**src/rtl/spi_pkg.sv**
```systemverilog
// spi_pkg: shared state encoding, widths, control-field positions and delay helper for the SPI path
package spi_pkg;
  localparam int DATA_W = 16;
  localparam int SS_N = 4;
  localparam int CTRL_WLS = 0;
  localparam int CTRL_CPOL = 1;
  localparam int CTRL_CPHA = 2;
  localparam int CTRL_CDTE = 3;
  localparam int CTRL_SS_LSB = 4;
  typedef enum logic [2:0] {IDLE, FETCH, LOAD, SETUP, XFER, STORE, HOLD} state_t;
  function automatic logic [7:0] div_cycles(input logic [7:0] div);
    return div == 8'd0 ? 8'd1 : div;
  endfunction
endpackage

```
**src/rtl/spi_ss_timer.sv**
```systemverilog
// spi_ss_timer: loadable saturating down-counter whose done flag marks the last counted cycle
module spi_ss_timer (
  input  logic       clk,
  input  logic       rst_n,
  input  logic       load,
  input  logic [7:0] val,
  output logic       done
);
  logic [7:0] cnt;
  always_ff @(posedge clk or negedge rst_n)
    if (!rst_n) cnt <= '0;
    else cnt <= load ? val : cnt - {7'd0, cnt != 8'd0};
  assign done = cnt <= 8'd1;
endmodule

```
**src/rtl/spi_xfer_ctrl.sv**
```systemverilog
// spi_xfer_ctrl: moves TX FIFO words through the SPI shift core into the RX FIFO with framed slave selects
module spi_xfer_ctrl #(
  parameter int DATA_W = spi_pkg::DATA_W,
  parameter int SS_N = spi_pkg::SS_N
) (
  input  logic              i_clk,
  input  logic              i_rst_n,
  input  logic              i_wls,
  input  logic              i_cdte,
  input  logic [1:0]        i_ss,
  input  logic [7:0]        i_div_val,
  input  logic              i_tx_empty,
  output logic              o_tx_rd_en,
  input  logic [DATA_W-1:0] i_tx_data,
  input  logic              i_rx_full,
  output logic              o_rx_wr_en,
  output logic [DATA_W-1:0] o_rx_data,
  output logic              o_core_start,
  output logic [DATA_W-1:0] o_core_data,
  input  logic              i_core_done,
  input  logic [DATA_W-1:0] i_core_rdata,
  output logic [SS_N-1:0]   o_ss_n,
  output logic              o_busy,
  output logic              o_frame_done
);
  import spi_pkg::*;
  state_t state, next;
  logic wls, cdte, tmr_load, tmr_done;
  logic [1:0] ss;
  logic [7:0] div;
  logic [DATA_W-1:0] tx_word, rx_word;
  assign tx_word = wls ? i_tx_data : {{(DATA_W-8){1'b0}}, i_tx_data[7:0]};
  assign rx_word = wls ? i_core_rdata : {{(DATA_W-8){1'b0}}, i_core_rdata[7:0]};
  assign tmr_load = next != state && (next == SETUP || next == HOLD);
  spi_ss_timer u_tmr (
    .clk  (i_clk),
    .rst_n(i_rst_n),
    .load (tmr_load),
    .val  (div),
    .done (tmr_done)
  );
  always_comb begin
    next = state;
    case (state)
      IDLE:    next = i_tx_empty ? IDLE : FETCH;
      FETCH:   next = LOAD;
      LOAD:    next = &o_ss_n ? SETUP : XFER;
      SETUP:   next = tmr_done ? XFER : SETUP;
      XFER:    next = i_core_done ? STORE : XFER;
      STORE:   next = i_rx_full ? STORE : (cdte && !i_tx_empty) ? FETCH : HOLD;
      HOLD:    next = tmr_done ? IDLE : HOLD;
      default: next = IDLE;
    endcase
  end
  always_ff @(posedge i_clk or negedge i_rst_n)
    if (!i_rst_n) begin
      state        <= IDLE;
      wls          <= 1'b0;
      cdte         <= 1'b0;
      ss           <= '0;
      div          <= '0;
      o_tx_rd_en   <= 1'b0;
      o_rx_wr_en   <= 1'b0;
      o_rx_data    <= '0;
      o_core_start <= 1'b0;
      o_core_data  <= '0;
      o_ss_n       <= '1;
      o_busy       <= 1'b0;
      o_frame_done <= 1'b0;
    end else begin
      state <= next;
      if (state == IDLE && !i_tx_empty) {wls, cdte, ss, div} <= {i_wls, i_cdte, i_ss, div_cycles(i_div_val)};
      if (state == LOAD) o_core_data <= tx_word;
      if (state == XFER && i_core_done) o_rx_data <= rx_word;
      o_tx_rd_en   <= next == FETCH;
      o_rx_wr_en   <= state == STORE && !i_rx_full;
      o_core_start <= next == XFER && state != XFER;
      o_busy       <= next != IDLE;
      o_frame_done <= state == HOLD && next == IDLE;
      o_ss_n       <= next == SETUP ? ~(SS_N'(1) << ss) : next == IDLE ? '1 : o_ss_n;
    end
endmodule

```
**config.mk**
```make
export PLATFORM = sky130hd
export DESIGN_NAME = spi_xfer_ctrl
export DESIGN_NICKNAME = d
export VERILOG_FILES = /design/src/rtl/spi_pkg.sv /design/src/rtl/spi_ss_timer.sv /design/src/rtl/spi_xfer_ctrl.sv
export SDC_FILE = /design/constraint.sdc
export NUM_CORES = 1
export LEC_CHECK = 0
export ABC_AREA = 1
export BUFFER_PORTS_ARGS = -buffer_cell sky130_fd_sc_hd__buf_2
export CAP_MARGIN = 20
export CORE_AREA = 4 4 83 85
export CTS_CLUSTER_SIZE = 12
export DETAILED_ROUTE_END_ITERATION = 10
export DIE_AREA = 0 0 87 89
export HOLD_SLACK_MARGIN = 0.1
export PLACE_DENSITY = 0.81
export SLEW_MARGIN = 20
export SYNTH_ARGS = -nofsm -noshare
export SYNTH_HDL_FRONTEND = slang
export SYNTH_SLANG_ARGS = --single-unit
```
**constraint.sdc**
```tcl
create_clock -name i_clk -period 2.59 [get_ports i_clk]
set_clock_uncertainty 0.2 [all_clocks]
set_input_delay 0.1295 -clock i_clk [delete_from_list [all_inputs] [get_ports i_clk]]
set_output_delay 0.1295 -clock i_clk [all_outputs]
set_load 0.01 [all_outputs]
```
# ---- Yosys cells after proc, flatten, opt, wreduce, memory -nomap -nowiden
# Index checks and enable logic that the tools add are counted.
dict set report totals {
  regBits 64
  latch_bits 0
  ramBits 0
  rom_bits 0
  input_bits 49
  out_inout_bits 41
  elab_cells 61
  n_memories 0
}
dict set report classes {
  n_addsub 1
  multipliers 0
  div_mod_pow 0
  order_cmp 1
  n_eq_ne 12
  n_shift 1
  mux 14
  bitwise 1
  reduce_logical 17
}
# op n
set op_table {}
lappend op_table {{$mux 16} 2}
lappend op_table {{$pmux 3 s7} 1}
lappend op_table {{$mux 8} 2}
lappend op_table {{$eq 3x3->1 const B} 5}
lappend op_table {{$mux 3} 5}
lappend op_table {{$eq 3x2->1 const B} 3}
lappend op_table {{$le 8x1->1 const B} 1}
lappend op_table {{$logic_not 8->1} 1}
lappend op_table {{$mux 4} 2}
lappend op_table {{$reduce_bool 8->1} 1}
lappend op_table {{$sub 8x1->8} 1}
lappend op_table {{$logic_and 1x1->1} 7}
lappend op_table {{$eq 3x1->1 const B} 2}
lappend op_table {{$logic_not 3->1} 2}
lappend op_table {{$not 4->4} 1}
lappend op_table {{$reduce_and 4->1} 1}
lappend op_table {{$shl 1x2->4 const A} 1}
lappend op_table {{$ne 3x3->1} 1}
lappend op_table {{$ne 3x3->1 const B} 1}
lappend op_table {{$reduce_bool 3->1} 1}
lappend op_table {{$logic_not 1->1} 2}
lappend op_table {{$mux 1} 2}
lappend op_table {{$reduce_bool 2->1} 1}
lappend op_table {{$logic_or 1x1->1} 1}

# ---- Depth between registers and ports, before layout
# Gate-level depths: netlist of run 1.
dict set report depth {
  ltp_word 9
  ltp_mapped 14
  mapped_depth_nobuf 14
}

# ---- Cells and area by module
# From an unflattened synthesis of run 1, not the netlist that was laid out.
dict set report unflattened {
  cells_unflattened 357
  area_unflattened_um2 2917.8
}
# module n_inst cells_each area_each_um2 seq_area_each_um2
set modules_own_cells {}
lappend modules_own_cells {spi_xfer_ctrl 1 290 2436.1 1406.3}
lappend modules_own_cells {spi_ss_timer 1 67 481.7 200.2}

# ---- Least setup slack after synthesis of run 1
# No wires, ideal clock.
dict set report synth_timing {
  path_kind {register -> register}
  startpoint {reg u_tmr.cnt[5]}
  endpoint {reg u_tmr.cnt[4]}
  setup_ns 0.066
  t_arrival_ns 1.537
  required_ns 2.324
  slack_ns 0.787
  path_stages_with_launch 11
  n_path_buf 0
  synth_period_minus_slack_ns 1.803
  path_cell_list {dfrtp_1 nor2_1 nand2_1 nor2_4 nand2_1 ha_1 ha_1 nand2_1 xor2_1 nand2_1 nand2_1}
}
dict set report synth_via {
  elab_chain_len 7
  elab_cells_between_ends 12
  classes_between {1 x add/sub; 1 x order compare; 3 x eq/ne; 4 x mux; 3 x reduce/logical}
}
# item line
set synth_rtl {}
lappend synth_rtl {{start: declaration} spi_ss_timer.sv:9} ;# logic [7:0] cnt;
lappend synth_rtl {{start signal: assignment} spi_ss_timer.sv:12} ;# else cnt <= load ? val : cnt - {7'd0, cnt != 8'd0};
lappend synth_rtl {{$le 8x1->1} spi_ss_timer.sv:13} ;# assign done = cnt <= 8'd1;
lappend synth_rtl {{$mux 3 (on tied branches)} {spi_xfer_ctrl.sv:48, spi_xfer_ctrl.sv:51}}
lappend synth_rtl {{$pmux 3 s7} spi_xfer_ctrl.sv:44} ;# case (state)
lappend synth_rtl {{$eq 3x2->1 or $eq 3x3->1 (tied branches)} spi_xfer_ctrl.sv:34} ;# assign tmr_load = next != state && (next == SETUP || next == HOLD);
lappend synth_rtl {{$logic_or 1x1->1} spi_xfer_ctrl.sv:34}
lappend synth_rtl {{$logic_and 1x1->1} spi_xfer_ctrl.sv:34}
lappend synth_rtl {{$mux 8 (*)} spi_ss_timer.sv:12}
# Mark *: on every way between the ends. The rest lies on a longest branch, timed or not.
# A chain may end at the register's enable or synchronous reset.

# ---- Final worst setup path of run 1
dict set report layout_timing {
  startpoint {reg u_tmr.cnt[5]}
  endpoint {reg u_tmr.cnt[5]}
}
dict set report layout_via {
  elab_chain_len 7
  elab_cells_between_ends 12
  classes_between {1 x add/sub; 1 x order compare; 3 x eq/ne; 4 x mux; 3 x reduce/logical}
}
# item line
set layout_rtl {}
lappend layout_rtl {{$le 8x1->1 (*)} spi_ss_timer.sv:13}
lappend layout_rtl {{$mux 3 (on tied branches)} {spi_xfer_ctrl.sv:51, spi_xfer_ctrl.sv:48}}
lappend layout_rtl {{$pmux 3 s7 (*)} spi_xfer_ctrl.sv:44}
lappend layout_rtl {{via next[1]} spi_xfer_ctrl.sv:27} ;# state_t state, next;
lappend layout_rtl {{$eq 3x2->1 or $eq 3x3->1 (tied branches)} spi_xfer_ctrl.sv:34}
lappend layout_rtl {{$logic_or 1x1->1} spi_xfer_ctrl.sv:34}
lappend layout_rtl {{$logic_and 1x1->1 (*)} spi_xfer_ctrl.sv:34}
lappend layout_rtl {{$mux 8 (*)} spi_ss_timer.sv:12}
# Mark *: on every way through the listed nets, which the timed path passes. The rest lies on a longest branch.

==> summary.md, run 1 <==
| Metric | Value |
|---|---|
| Crit path max fanout | 9 |
| DRT Pass-1 Iters | 4 |
| Tot GR Track Use | 20.4% |
| Drt first-iter violations | 121 |
| WHS | 0.148 ns |
| Vias in the first global route | 2697 |
| Status | complete, no violations |
| Worst Tran Pin Value | 0.722 ns |
| Final instance area | 4060 um^2 |
| Syn Inst Count | 325 |
| Worst setup EP type | register |
| Share of layout cells above drive strength 1 | 28.1% |
| Initial antenna violation count | 0 |
| Nets | 520 |
| # DRC | 0 |
| Seq/Total Area, Yosys | 56.4% |
| GR Overflow Total | 0 |
| PostCTS Resize Cnt | 0 |
| Placed cell count | 487 |
| Clock root cell | clkbuf_8 |
| Total negative slack | 0 ns |
| PortBufs | 89 |
| Post-DP HPWL | 4.67 mm |
| Syn nets | 376 |
| CTS tree | built |
| Final wirelength | 7.38 mm |
| WP data arrival | 2.09 ns |
| CTS HTree Levels | 3 |
| Pwr Total | 4.82 mW |
| Yosys warns | 0 |
| Placed Area | 3400 um^2 |
| Routed len/inst | 13.4 um |
| Critical Path RT | 2.61 ns |
| Final Hold Vio Count | 0 |
| Reg2reg setup slack | 0.53 ns |
| Via/cell ratio | 4.80 |
| Area leader, netlist | dfrtp_1 |
| Max transition margin | 51.7% |
| Die Wd | 87 um |
| Mapped cell area | 2850 um^2 |
| Max-slew violations | 0 |
| Post-CTS Setup Inserts | 0 |
| Peak Freq | 0.484 GHz |
| Commonest cells after routing, fill and taps aside | nand2_1, buf_2, dfrtp_1 |
| Top cells by area, synth | dfrtp_1, nand2_1, nand3_1, dfstp_2, inv_1 |
| Unrepaired setup endpoints after global routing | false |
| Post-Place Setup Slack | 0.556 ns |
| Syn_area_per_cell | 8.77 um^2 |
| Area Growth Syn to Fin | 42.3% |
| Worst-Skew Late Latency | 0.33 ns |
| Die Ht | 89 um |
| Cell row count | 29 |
| Leakage | 2.20 nW |
| Total of max-cap violations | 0 |
| Yosys top cell area share | 52.7% |
| Crit path cell chain | nor2_1 > nand2_1 > nor2_4 > nor2_2 > nor2_4 > nand2_4 > nand2_1 > nand2_1 > nand3_4 > nand2_4 > nand2_1 > nand2_1 |
| Tcrit/Tclk final | 79.7% |
| Util after Layout | 65.4% |
| Delay-heaviest family, CP | simple AND/OR/NAND/NOR gates |
| Tmin final | 2.06 ns |
| Setup violators final | 0 |
| PD cells | 1190 nW/um^2 |
| Routed Antenna Nets | 0 |
| IO Count | 90 |
| Crit-path most repeated cell | nand2_1 |
| Commonest non-fill, non-tap cell in the layout | nand2_1 |
| Final WS setup | 0.525 ns |
| Crit-path slowest cell | dfrtp_1 |
| FILL cells | 480 |
| Kind of critical path | reg -> reg |
| Hold Path Class | in -> async |
| Startpoint types | register |
| Slowest stage delay, CP | 0.41 ns |
| Pin count of the biggest net entering global routing | 49 |
| Critical path buffers and inverters | 0 |
| Clock Tree Buf Depth | 2 |
| Post-route non-filler standard cell count | 551 |
| Initial Utilization | 45.9% |
| Via count | 2646 |
| Final Wtd Congestion | 0.914 |
| Max VDD drop | 0.000660 V |
| CTS Buf Count | 9 |
| First-pass GRT wire length | 12.3 mm |
| Core area | 6200 um^2 |
| CTS Sinks | 64 |
| Netlist cell types | 30 |
| #FFs+latches synth | 64 |
| Area of the die | 7740 um^2 |
| Reg clk slew, reported paths | 0.07 ns |
[worst paths after layout]
check,startpoint,to,depth (start not counted)
max,u_tmr.cnt[5],u_tmr.cnt[5],12
min,i_rst_n,wls,3
max reg2reg,u_tmr.cnt[5],u_tmr.cnt[5],12
min reg2reg,o_core_data[4],o_core_data[4],2
max in group asynchronous,i_rst_n,o_rx_data[8],3
min in group i_clk,i_tx_empty,state[0],6
[sequential cells by signal, indices dropped and copies added, names as in the netlist, 2 cells and up]
name and flops:
o_core_data 16, o_rx_data 16, div 8, u_tmr.cnt 8
o_ss_n 4, state 3, ss 2
[final cells by class]
type	instances	area [um^2]	share of cell area (%)
Antenna cell	1	2.50	0.0617
Clock buffer	12	155	3.83
Clock inverter	3	17.5	0.432
Inverter	28	105	2.59
Multi-Input combinational cell	225	1100	27.2
Sequential cell	64	1610	39.6
Tap cell	77	96.3	2.38
Timing Repair Buffer	141	968	23.9
[routing by layer]
metal  vias up  track usage (%)  share of wire [%]
met5         -                0                  0
met4         0             8.78                1.9
met3        15             4.79                5.5
met2        79             33.8                 50
met1      1237             25.6                 42
li1       1315                -                  -
[Yosys cell counts (all sizes together)]
| cell type | count |
|---|---|
| o21ai | 13 |
| inv | 28 |
| o211ai | 1 |
| nand3 | 26 |
| nand2 | 126 |
| xor2 | 4 |
| nor3 | 8 |
| a21oi | 3 |
| a41oi | 1 |
| nor4 | 1 |
| mux2 | 6 |
| dfstp | 4 |
| o21bai | 1 |
| ha | 2 |
| clkbuf | 7 |
| buf | 1 |
| nand4 | 2 |
| dfrtp | 60 |
| a31oi | 1 |
| nor2 | 28 |
| xnor2 | 2 |
[cell families (layout without fill, tap and decap cells)]
| logic type | Yosys count | after routing | synth area share [%] |
|---|---|---|---|
| other | 0 | 1 | 0 |
| AO/OA/AOI/OAI | 20 | 20 | 4.04 |
| AND/OR/NAND/NOR | 191 | 191 | 29.6 |
| XOR/XNOR | 6 | 6 | 1.84 |
| multiplexers | 6 | 6 | 2.37 |
| flip-flops | 64 | 64 | 56.4 |
| adder cells (fa/ha/maj) | 2 | 2 | 0.878 |
| buffers and inverters | 36 | 184 | 4.88 |
[tightest hold or removal path, delay by kind of cell]
kind                   cells  cell delay [ns]
buffers and inverters      3             0.93
[repair_timing]
item                       4_1_cts  5_1_grt
hold endpoints to repair       106        0
hold buffers                    48        0
setup endpoints to repair        0        0
[power by group]
part	switching [mW]	leakage (nW)	internal, mW	total, mW
clock	0.369	0.0882	0.391	0.761
sequential	0.336	0.794	1.51	1.84
combinational	1.36	1.31	0.860	2.22
total	2.06	2.20	2.76	4.82
Note: power is estimated with default switching activity, not from simulation.
==> run 2, diff against run 1 <==
--- a/config.mk
+++ b/config.mk
@@ -5,7 +5,7 @@
 export SDC_FILE = /design/constraint.sdc
 export NUM_CORES = 1
 export LEC_CHECK = 0
-export ABC_AREA = 1
+export ABC_AREA = 0
 export BUFFER_PORTS_ARGS = -buffer_cell sky130_fd_sc_hd__buf_2
 export CAP_MARGIN = 20
 export CORE_AREA = 4 4 83 85
@@ -13,7 +13,7 @@
 export DETAILED_ROUTE_END_ITERATION = 10
 export DIE_AREA = 0 0 87 89
 export HOLD_SLACK_MARGIN = 0.1
-export PLACE_DENSITY = 0.81
+export PLACE_DENSITY = 0.82
 export SLEW_MARGIN = 20
 export SYNTH_ARGS = -nofsm -noshare
 export SYNTH_HDL_FRONTEND = slang
==> constraint.sdc (replaced) <==
create_clock -name i_clk -period 1.8 [get_ports i_clk]
set_clock_uncertainty 0.2 [all_clocks]
set_input_delay 0.09 -clock i_clk [delete_from_list [all_inputs] [get_ports i_clk]]
set_output_delay 0.09 -clock i_clk [all_outputs]
set_load 0.01 [all_outputs]
==> run 2 against run 1 <==
- the flow now finishes with violations (negative setup slack)
- flip-flop and latch count did not move
- utilization rose by 5.9 points
- area after synthesis fell by 4.9%
- cell count fell by 8.3%
- register-to-register slack got worse by 1.2 ns
- global-route usage rose by 0.98 points
- largest cell class unchanged
==> summary.md, run 2 <==
| Metric | Value |
|---|---|
| Syn_area_per_cell | 10.5 um^2 |
| Comb pwr share | 47.6% |
| Peak Freq | 0.403 GHz |
| IO Count | 90 |
| Netlist cell types | 36 |
| Met2 usage | 39.0% |
| Synth Flop Type | dfrtp_1 |
| Slowest stage delay, CP | 0.54 ns |
| Kind of critical path | reg -> reg |
| Busiest grt layer | met2 |
| Ys async rst share | 100% |
| Initial Utilization | 43.7% |
| Clock Tree Buf Depth | 2 |
| Seq/Total Area, Yosys | 59.3% |
| Clock root cell | clkbuf_8 |
| Max-slew violations | 0 |
| Area of the die | 7740 um^2 |
| CTS Sinks | 64 |
| # diodes | 0 |
| Cell row count | 29 |
| Routed len/inst | 15.6 um |
| Crit Reg-Reg Endpoint | o_ss_n[1] |
| Tcrit/Tclk final | 138% |
| Tot GR Track Use | 21.3% |
| GR Overflow Total | 0 |
| CTS HTree Levels | 3 |
| CTS tree | built |
| PD cells | 1750 nW/um^2 |
| Critical Path RT | 1.88 ns |
| Final Wtd Congestion | 0.822 |
| Top cells by area, synth | dfrtp_1, nand2_1, mux2_2, o21ai_0, dfstp_2 |
| Worst setup EP type | register |
| Tmin final | 2.48 ns |
| Unrepaired setup endpoints after global routing | true |
| Die Wd | 87 um |
| Violated checks | negative setup slack |
| # DRC | 0 |
| Post-DP HPWL | 4.43 mm |
| Reg2reg setup slack | -0.68 ns |
| CTS Buf Count | 9 |
| Pin count of the biggest net entering global routing | 65 |
| Routed Antenna Nets | 0 |
| Hold path cells | 4 |
| Internal power | 4.93 mW |
| Switch share | 36.2% |
| Share of layout cells above drive strength 1 | 42.1% |
| Initial antenna violation count | 0 |
| Yosys top cell area share | 55.4% |
| Final WS setup | -0.684 ns |
| Final wirelength | 7.90 mm |
| Count leader, synth | nand2_1 |
| Final Hold Vio Count | 0 |
| Crit-path slowest cell | or4_4 |
| Setup violators final | 30 |
| Area leader, netlist | dfrtp_1 |
| Via/cell ratio | 4.93 |
| #FFs+latches synth | 64 |
| Drt first-iter violations | 72 |
| Post-Place Setup Slack | -0.661 ns |
| Max transition margin | 64.0% |
| First-pass GRT wire length | 12.7 mm |
| Worst-Skew Late Latency | 0.34 ns |
| Area Growth Syn to Fin | 63.1% |
| Commonest non-fill, non-tap cell in the layout | buf_2 |
| Crit path cell chain | or4_4 > or4_4 > buf_4 > a22o_4 > o21ai_4 > o32a_1 |
| Hold Path Class | in -> reg |
| Share of power burned in the clock network | 19.5% |
| Worst reg-to-reg path cell count | 6 |
| PortBufs | 89 |
| Max VDD drop | 0.00115 V |
| Syn Inst Count | 258 |
| Status | finished with violations |
| Worst r2r src | u_tmr.cnt[5] |
| Crit path max fanout | 5 |
| Util after Layout | 71.2% |
| Yosys warns | 0 |
| Total of max-cap violations | 0 |
| Mapped cell area | 2710 um^2 |
| Routing usage on met1 | 23.8% |
| Vias in the first global route | 2648 |
| Startpoint types | register |
| Leakage | 2.16 nW |
| Syn nets | 309 |
| Die Ht | 89 um |
| Nets | 474 |
| DRT Pass-1 Iters | 4 |
| Worst Tran Pin Value | 0.541 ns |
| Min-delay src | i_tx_empty |
| Reg clk slew, reported paths | 0.08 ns |
| Via count | 2492 |
| Sw Pwr | 2.79 mW |
| Number of synthesized flops with an enable pin | 0 |
| Most frequent cells after synthesis | nand2_1, dfrtp_1, o21ai_0, mux2_2, clkbuf_1 |
| Core area | 6200 um^2 |
| Reg power frac | 33.0% |
| Largest regs | o_core_data (16), o_rx_data (16) |
| WP data arrival | 2.57 ns |
| WHS Endpoint | state[0] |
| Commonest cells after routing, fill and taps aside | buf_2, nand2_1, dfrtp_1 |
| Grt met3 use | 4.52% |
| Crit-path most repeated cell | or4_4 |
-- run 2: cell types whose count changed in the layout (fill, tap and decap cells not counted), moves of 4 or more --
cell      before  now
nand2_1      122   70
nand3_1       23    1
nand2b_1       0    5
nor2_1        23    9
inv_1         26    4
o21ai_0       12   18
nor3_1         7    3
buf_4          3   20
o21ai_1        1    8
buf_6          0    5
mux2_4         0   10
-- run 2: repair_timing --
item                                   CTS  global route
cloned                                   1             0
setup buffers                            5             3
hold buffers                            48             0
endpoints found under the hold margin  113             0
pin swaps                                8             4
gates resized for setup                 20            16
setup endpoints to repair               29            38
-- run 2: power by group through the flow --
stage / logic, mW / clock network, mW / registers [mW]
final: 3.67 / 1.51 / 2.55
after global routing: 4.00 / 1.60 / 2.63
after CTS: 3.40 / 1.52 / 2.53
after detailed placement: 3.01 / 0 / 2.53
after global placement: 2.88 / 0 / 2.49
after floorplan: 1.67 / 0 / 2.67
-- run 2: layer usage --
metal / share of wire [%] / vias to the layer above
met2: 55 / 79
met3: 4.9 / 12
met4: 1.5 / 0
met1: 38 / 1199
li1: - / 1202
met5: 0 / -
-- run 2: worst max-delay path: cells and delay by family, from the launching register on --
| kind | cells | cell delay, ns |
|---|---|---|
| DFF | 1 | 0.39 |
| and+or+nand+nor | 2 | 0.97 |
| AOI/OAI and AO/OA | 3 | 0.68 |
| buffers and inverters | 1 | 0.18 |
-- run 2: worst max-delay path by stage --
| stage | cells after the start | slack [ns] | end | startpoint |
|---|---|---|---|---|
| finish | 6 | -0.68 | o_ss_n[1] | u_tmr.cnt[5] |
| floorplan | 10 | -0.71 | u_tmr.cnt[6] | u_tmr.cnt[5] |
| detailed placement | 9 | -0.66 | u_tmr.cnt[6] | u_tmr.cnt[5] |
| CTS | 9 | -0.65 | u_tmr.cnt[6] | u_tmr.cnt[5] |
| global route | 8 | -0.76 | u_tmr.cnt[5] | u_tmr.cnt[5] |
| global placement | 9 | -0.64 | u_tmr.cnt[6] | u_tmr.cnt[5] |
-- run 2: final cells by class --
| class | instances | area (um^2) |
|---|---|---|
| inverter | 4 | 15.0 |
| fill | 415 | 1790 |
| multi-input combinational | 176 | 1200 |
| timing repair buffer | 168 | 1250 |
| tap | 77 | 96.3 |
| clock buffer | 9 | 124 |
| sequential | 64 | 1610 |
| clock inverter | 7 | 120 |
-- run 2: cells by family (layout without fill, tap and decap cells) --
logic type      Yosys count  in the layout  synth area share (%)
simple gates            106            106                  17.2
flops                    64             64                  59.3
xor+xnor                  6              6                  1.94
mux                      18             18                  7.48
buf+inv                  18            188                  2.54
compound gates           44             44                  10.6
fa+ha+maj                 2              2                 0.924
-- run 2: metrics by stage --
| stage | instance area (um^2) | power [mW] | setup TNS (ns) | instances | hold WS [ns] |
|---|---|---|---|---|---|
| floorplan | 2790 | 4.33 | -9.18 | 258 | -0.406 |
| global placement | 3470 | 5.38 | -9.75 | 432 | -0.0775 |
| detailed placement | 3470 | 5.54 | -10.14 | 432 | -0.0694 |
| CTS | 4330 | 7.45 | -10.29 | 502 | 0.125 |
| global route | 4420 | 8.23 | -12.88 | 505 | 0.180 |
| finish | 4420 | 7.72 | -11.21 | 505 | 0.158 |
